--- config.mk ---
export PLATFORM = sky130hd
export DESIGN_NAME = tick_pacer
export DESIGN_NICKNAME = d
export VERILOG_FILES = /design/src/rtl/tick_pacer_pkg.sv /design/src/rtl/tick_edge_detect.sv /design/src/rtl/tick_pacer.sv
export SDC_FILE = /design/constraint.sdc
export NUM_CORES = 1
export LEC_CHECK = 0
export ABC_AREA = 1
export ABC_CLOCK_PERIOD_IN_PS = 2120
export BUFFER_PORTS_ARGS = -buffer_cell sky130_fd_sc_hd__buf_4
export CAP_MARGIN = 20
export CORE_ASPECT_RATIO = 0.8
export CORE_MARGIN = 4
export CORE_UTILIZATION = 40
export CTS_CLUSTER_DIAMETER = 100
export DETAILED_ROUTE_END_ITERATION = 10
export GPL_TIMING_DRIVEN = 0
export PLACE_DENSITY = 0.59
export SLEW_MARGIN = 20
export SYNTH_ARGS = -nofsm -noshare
export SYNTH_HDL_FRONTEND = slang
export SYNTH_HIERARCHICAL = 1
export SYNTH_SLANG_ARGS = --single-unit
--- constraint.sdc ---
create_clock -name clock -period 2.12 [get_ports clock]
set_input_delay 0.424 -clock clock [delete_from_list [all_inputs] [get_ports clock]]
set_output_delay 0.424 -clock clock [all_outputs]
set_load 0.03 [all_outputs]
--- src/rtl/tick_pacer_pkg.sv ---
// Shared types and default sizing for the tick pacer and its edge detector.
package tick_pacer_pkg;

    localparam int DEFAULT_PULSE_WIDTH = 2;
    localparam int DEFAULT_MIN_GAP     = 4;
    localparam int DEFAULT_COUNT_WIDTH = 4;
    localparam int PHASE_WIDTH         = 4;

    typedef enum logic [1:0] {
        IDLE,
        HIGH,
        GAP
    } pacerState_t;

    typedef logic [PHASE_WIDTH-1:0] phase_t;

endpackage

--- src/rtl/tick_edge_detect.sv ---
// Rising-edge detector: one-cycle rise pulse when in goes high after being low.
module tick_edge_detect (
    input  logic clock,
    input  logic resetN,
    input  logic in,
    output logic rise
);

    logic prevIn;

    // NOTE: prevIn clears in reset, so a level already high at release reads as a fresh edge.
    always_ff @(posedge clock) begin
        if (!resetN) prevIn <= 1'b0;
        else         prevIn <= in;
    end

    assign rise = in & ~prevIn;

endmodule

--- src/rtl/tick_pacer.sv ---
// Paces bursty tick requests into fixed-width pulses with a minimum low gap.
// Define SRT_TICK_PACER_STATS_EN to add the 16-bit emitCount output.
module tick_pacer
    import tick_pacer_pkg::*;
#(
    parameter int PULSE_WIDTH = DEFAULT_PULSE_WIDTH,
    parameter int MIN_GAP     = DEFAULT_MIN_GAP,
    parameter int COUNT_WIDTH = DEFAULT_COUNT_WIDTH
) (
    input  logic                   clock,
    input  logic                   resetN,
    input  logic                   inTick,
    input  logic                   clearOverflow,
    output logic                   outTick,
    output logic [COUNT_WIDTH-1:0] pending,
    output logic                   busy,
`ifdef SRT_TICK_PACER_STATS_EN
    output logic [15:0]            emitCount,
`endif
    output logic                   overflow
);

    localparam logic [COUNT_WIDTH-1:0] PENDING_MAX = '1;
    localparam phase_t HIGH_RELOAD = phase_t'(PULSE_WIDTH - 1);
    localparam phase_t GAP_RELOAD  = phase_t'(MIN_GAP - 1);

    pacerState_t state;
    phase_t      phase;
    logic        request;
    logic        hasPending;
    logic        phaseDone;
    logic        startPulse;
    logic        dropRequest;

    tick_edge_detect edgeDetect (
        .clock  (clock),
        .resetN (resetN),
        .in     (inTick),
        .rise   (request)
    );

    assign hasPending  = (pending != '0);
    assign phaseDone   = (phase == '0);
    assign startPulse  = hasPending && ((state == IDLE) || ((state == GAP) && phaseDone));
    // A request landing on a launch cycle takes the freed slot, so it is never dropped.
    assign dropRequest = request && !startPulse && (pending == PENDING_MAX);
    assign busy        = (state != IDLE) || hasPending;

    // NOTE: all state uses non-blocking assignments so every branch sees pre-edge values.
    always_ff @(posedge clock) begin
        if (!resetN) begin
            state    <= IDLE;
            phase    <= '0;
            outTick  <= 1'b0;
            pending  <= '0;
            overflow <= 1'b0;
`ifdef SRT_TICK_PACER_STATS_EN
            emitCount <= '0;
`endif
        end else begin
            unique case (state)
                IDLE: begin
                    if (startPulse) begin
                        state   <= HIGH;
                        phase   <= HIGH_RELOAD;
                        outTick <= 1'b1;
                    end
                end
                HIGH: begin
                    if (phaseDone) begin
                        state   <= GAP;
                        phase   <= GAP_RELOAD;
                        outTick <= 1'b0;
                    end else begin
                        phase <= phase - 1'b1;
                    end
                end
                GAP: begin
                    if (!phaseDone) begin
                        phase <= phase - 1'b1;
                    end else if (startPulse) begin
                        state   <= HIGH;
                        phase   <= HIGH_RELOAD;
                        outTick <= 1'b1;
                    end else begin
                        state <= IDLE;
                        phase <= '0;
                    end
                end
                default: begin
                    state   <= IDLE;
                    phase   <= '0;
                    outTick <= 1'b0;
                end
            endcase

            if (request && !startPulse && !dropRequest) pending <= pending + 1'b1;
            else if (!request && startPulse)             pending <= pending - 1'b1;

            // A fresh drop outranks a simultaneous clear.
            if (dropRequest)        overflow <= 1'b1;
            else if (clearOverflow) overflow <= 1'b0;

`ifdef SRT_TICK_PACER_STATS_EN
            if (startPulse) emitCount <= emitCount + 16'd1;
`endif
        end
    end

endmodule

Word level (Yosys, flattened, before mapping)
Cells that the tools add are included.
- add/subtract/negate cells: 3
- multiplexer cells: 18
- bitwise logic cells: 2
- eq/ne operators: 6
- reduce and logical (&&, ||, !) cells: 19
- operators by type and width (operator ; number):
    2-to-1 mux 4 bit ; 5
    case mux 4 bit (3 select lines) ; 1
    subtractor 4 x 1 -> 4 bit (second input constant) ; 2
    2-to-1 mux 1 bit ; 7
    logical AND 1 bit ; 6
    2-to-1 mux 2 bit ; 3
    inequality test 2 bit (second input constant) ; 3
    case mux 2 bit (3 select lines) ; 1
    nonzero test 2 bit ; 3
    adder 4 x 1 -> 4 bit (second input constant) ; 1
    equality test 4 bit (second input constant) ; 1
    logical NOT 4 bit ; 1
    nonzero test 4 bit ; 1
    logical NOT 1 bit ; 3
    case mux 1 bit (3 select lines) ; 1
    AND reduction 3 bit ; 1
    equality test 2 x 1 -> 1 bit (second input constant) ; 1
    equality test 2 bit (second input constant) ; 1
    logical NOT 2 bit ; 1
    logical OR 1 bit ; 2
    AND reduction 2 bit ; 1
    bitwise AND 1 bit ; 1
    NOT 1 bit ; 1
- register bits after elaboration: 13
- bits of input ports: 4

Logic depth before layout (Yosys ltp)
- word-level depth: 10
- gate-level depth with buffers: 14
- mapped depth without buffers: 14

Cells and area by module
The synthesis kept the hierarchy.
- by module, submodules not included (module ; seq. area each (µm²) ; cells an instance ; times used ; area each (µm²)):
    tick_pacer ; 240.2 ; 93 ; 1 ; 724.4
    tick_edge_detect ; 20.0 ; 5 ; 1 ; 37.5

Worst setup path before layout
Ideal clock, no wire load.
- path kind: register to register
- start: register pending[1]
- end: register pending[3]
- cell stages (with the launch flop): 13
- library setup time: 0.116 ns
- period minus slack after synthesis: 2.022 ns
- slack: 0.098 ns
- buffers on the path: 0
- data required time: 2.004 ns
- data arrival time: 1.905 ns
- path through: dfxtp_1 -> inv_1 -> nand3_4 -> nand3_4 -> nand3_4 -> ha_1 -> a21o_1 -> a21oi_1 -> inv_1 -> nand2_2 -> nand3_1 -> nand2_1 -> nor2_1
- cells in the longest elaborated chain, start to end: 8
- elaborated cells on any way between the ends: 14
- classes of those cells: 2 x add/sub; 1 x eq/ne; 2 x mux; 9 x reduce/logical
- RTL lines (element ; line ; source):
    start: declaration ; tick_pacer.sv:15 ; output logic [COUNT_WIDTH-1:0] pending,
    start signal: assignment ; tick_pacer.sv:97 ; if (request && !startPulse && !dropRequest) pending <= pending + 1'b1;
    start signal: assignment ; tick_pacer.sv:98 ; else if (!request && startPulse) pending <= pending - 1'b1;
    parallel branches: the longest is 8 deep, another holds subtractor 4 x 1 -> 4 bit ; - ;
Several ways; the timed one is not identified. The select of a mux whose other input is x is not followed.
A chain may end at the register's enable or synchronous reset.

Worst setup path after layout
- start: register phase[0]
- end: register pending[3]
- cells in the longest elaborated chain, start to end: 10
- elaborated cells on any way between the ends: 12
- classes of those cells: 1 x mux; 11 x reduce/logical
- RTL lines (element ; line ; source):
    start: declaration ; tick_pacer.sv:28 ; phase_t phase;
    start signal: assignment ; tick_pacer.sv:75 ; phase <= phase - 1'b1;
    start signal: assignment ; tick_pacer.sv:80 ; phase <= phase - 1'b1;
    logical NOT 4 bit * ; tick_pacer.sv:43 ; assign phaseDone = (phase == '0);
    logical AND 1 bit * ; tick_pacer.sv:44 ; assign startPulse = hasPending && ((state == IDLE) || ((state == GAP) && phaseDone));
    logical OR 1 bit * ; tick_pacer.sv:44 ;
    logical AND 1 bit * ; tick_pacer.sv:44 ;
    logical NOT 1 bit ; tick_pacer.sv:46, tick_pacer.sv:97 ;
    logical AND 1 bit ; tick_pacer.sv:46, tick_pacer.sv:97 ;
    logical AND 1 bit ; tick_pacer.sv:46 ; assign dropRequest = request && !startPulse && (pending == PENDING_MAX);
    logical NOT 1 bit ; tick_pacer.sv:97 ;
    logical AND 1 bit ; tick_pacer.sv:97 ;
    2-to-1 mux 4 bit / nonzero test 2 bit (equally long branches) ; - ;
Every way passes the cells marked *; elsewhere a longest branch is shown, timed or not.

==> summary.md <==
| Metric | Value |
|---|---|
| Starting DRC count in detailed routing | `3` |
| Synth Flop Type | `dfxtp_1` |
| Wire per inst | `10.8 um` |
| Clock Path Buffers | `2` |
| Sequential-to-total area share from yosys stat | `approximately a third` |
| Synth Warn # | `6` |
| Final antenna-violating net count | `0` |
| Number of flops mapped to enable cells by yosys | `0` |
| RR Endpoint | `pending[3]` |
| Worst path max stage delay | `roughly 0.34 ns` |
| Initial Utilization | `about 45%` |
| Clock Root Buffer | `clkbuf_4` |
| Worst slew margin | `slightly above 80%` |
| Setup violations, final | `0` |
| Largest net degree at the start of global routing | `10` |
| Grt ovf | `0` |
| FP Rows | `13` |
| Hold-fix buffers, CTS | `0` |
| Yosys top cell area share | `between 30% and 40%` |
| Worst setup path end | `pending[3]` |
| Critical path origin | `phase[0]` |
| R2r setup slk | `about 0.16 ns` |
| Highest Clock Rate | `about 500 MHz` |
| Highest net fanout along the worst path | `6` |
| GPL Wtd Cong | `roughly 0.71` |
| Crit path DAT | `~2.1 ns` |
| Final instance area | `928 um2` |
| Clk sink count | `13` |
| Overall routed net length | `1500 um` |
| Clock transition at path regs | `0.07 ns` |
| First-pass GRT wire length | `2690 um` |
| Synth Instances | `a little under 100` |
| Hold WC Path Type | `primary input to flip-flop` |
| Die ar. | `2670 um2` |
| Setup TNS | `0 ns` |
| Final core utilization | `between 50% and 60%` |
| Least-Margin Pin Slew | `around 0.26 ns` |
| Min Tclk post-route | `1.96 ns` |
| Largest area contributor in the netlist | `dfxtp_1` |
| Clk_lat worst skew | `around 0.27 ns` |
| Async S/R FF share, synth | `0%` |
| CTS tree | `built` |
| Max-cap violations | `0` |
| Synthesized area per cell | `slightly below 8 um2` |
| Synth top area cells | `dfxtp_1 34%, nand2_1 8.4%, inv_1 7.4%` |
| Chip width | `between 50 and 60 um` |
| Vias in the first global route | `592` |
| Flop and latch count out of synthesis | `13` |
| Crit path max-delay cell type | `dfxtp_2` |
| DR pass1 iterations | `2` |
| Post-DP Area | `865 um2` |
| Core ar. | `1710 um2` |
| HPWL Detailed | `1140 um` |
| Slew Limit Fails | `0` |
| Tot GR Track Use | `between 10% and 20%` |
| Crit start category | `flip-flop` |
| Critical R2R Launch | `phase[0]` |
| Synthesized Nets | `around 110` |
| Die Y | `approximately 47 um` |
| Endpoint class of the critical path | `flip-flop` |
| Final setup skew | `between 0.002 and 0.0025 ns` |
| Htree depth | `1` |
| Setup Crit Path Kind | `flip-flop to flip-flop` |
| Synth Cell Area | `roughly 760 um2` |
| WP data required | `around 2.3 ns` |
| IO buf count | `10` |
| Top-Level Pins | `11` |
| R2R depth | `12` |
| Status | `completed` |
| Static leakage | `between 0.4 and 0.5 nW` |
| Cells along the critical path | `inv_1, ha_2, nand2_2, nand2_4, nand3_4, nand3_4, ha_1, a21o_1, a21oi_2, nand2_1, a21oi_1, nor2_1` |
| PwrDens | `around 1700 nW/um2` |
| Final period util | `92.6%` |
| Layout cells sized above 1 | `between 20% and 30%` |
| Nets | `125` |
| Drt via density | `4.62` |
| Hold Violations, Final | `0` |
| CP most frequent cell | `nand3_4` |
| Max IR drop VDD | `0.902 mV` |
| Worst Hold Slack | `approximately 0.35 ns` |
| Layout area overhead | `21.8%` |
| ANT cells | `0` |
| Initial antenna violation count | `0` |
| Unrepaired setup endpoints after global routing | `false` |
| CTS Buf Count | `3` |
| Synth cell types | `26` |
| Remaining DRCs | `0` |
| Via Count | `approximately 640` |
[metrics by stage]
stage               instances  worst slack (ns)  power, W
floorplan                  98            0.0983   0.00113
global placement          130          -0.00309   0.00133
detailed placement        130          -0.00998   0.00134
CTS                       135            0.0384   0.00153
global route              138            0.0222   0.00172
finish                    138             0.157   0.00156
[critical path: cells and delay by family (launching register included)]
kind | cells | cell delay (ns)
compound gates | 3 | 0.46
fa+ha+maj | 2 | 0.49
flops | 1 | 0.34
simple gates | 6 | 0.52
buf+inv | 1 | 0.05
[timing repair]
action | 4_1_cts | 5_1_grt
gates resized for setup | 0 | 3
setup endpoints to repair | 1 | 1
hold endpoints to repair | 0 | 0
setup buffers | 1 | 3
pin swaps | 1 | 1
[power breakdown]
| group | switching (W) | internal [W] | total (W) | leakage (nW) |
|---|---|---|---|---|
| logic | 0.000588 | 0.000402 | 0.000990 | 0.321 |
| registers | 0.0000965 | 0.000327 | 0.000423 | 0.107 |
| clock network | 0.0000773 | 0.0000730 | 0.000150 | 0.0150 |
| total | 0.000762 | 0.000802 | 0.00156 | 0.443 |
[cell type report]
class | count | area [um2]
clock buffer | 4 | 26.3
sequential | 13 | 262
tap | 22 | 27.5
multi-input combinational | 67 | 440
timing repair buffer | 14 | 105
inverter | 18 | 67.6
fill | 177 | 779
[worst min-delay path by stage]
stage,from,endpoint,slack (ns),depth (start not counted)
2_1_floorplan,phase[2],phase[2],0.46,2
3_3_place_gp,overflow,overflow,0.46,2
3_5_place_dp,overflow,overflow,0.46,2
4_1_cts,inTick,edgeDetect/prevIn,0.33,3
5_1_grt,inTick,edgeDetect/prevIn,0.35,3
6_report,inTick,edgeDetect/prevIn,0.35,3
[state kept, by name (all words and copies together) (netlist names)]
register           flops
phase                  4
pending                4
state                  2
overflow               1
outTick                1
edgeDetect/prevIn      1
[synthesized netlist by cell type, types with 2 or more instances]
library cell / instances
nand4_1: 2
a21oi_1: 10
nand2_1: 17
nor2_1: 7
inv_1: 15
nand3_4: 3
nand2_2: 2
nor2_2: 2
nand3_1: 6
ha_1: 3
o21ai_1: 2
inv_2: 2
nand2_4: 2
dfxtp_1: 13
[placed cells by master (no fill, tap or decap), drive strengths merged]
master  instances
nand3b          1
fa              1
xnor2           1
nand3           9
a221oi          1
buf            14
ha              3
dfxtp          13
nand4           3
nor2           10
a21o            1
nand2          21
xor2            1
a21oi          10
clkinv          1
inv            17
o21ai           3
clkbuf          4
or2             1
a211oi          1
[metal layers]
layer / part of all wire [%] / track usage (%)
met3: 5.5 / 5.77
met4: 0.53 / 4.17
met5: 0 / 0
met2: 40 / 20.0
met1: 54 / 18.8
[cells by family (layout without fill, tap and decap cells)]
family / count (synthesis) / after routing / share of synthesized area, %
flip-flops: 13 / 13 / 34.2
buffers and inverters: 18 / 36 / 8.87
AO/OA/AOI/OAI: 16 / 16 / 11.7
XOR/XNOR: 2 / 2 / 2.30
adder cells (fa/ha/maj): 4 / 4 / 7.55
AND/OR/NAND/NOR: 45 / 45 / 35.5
Note: power is estimated with default switching activity, not from simulation.
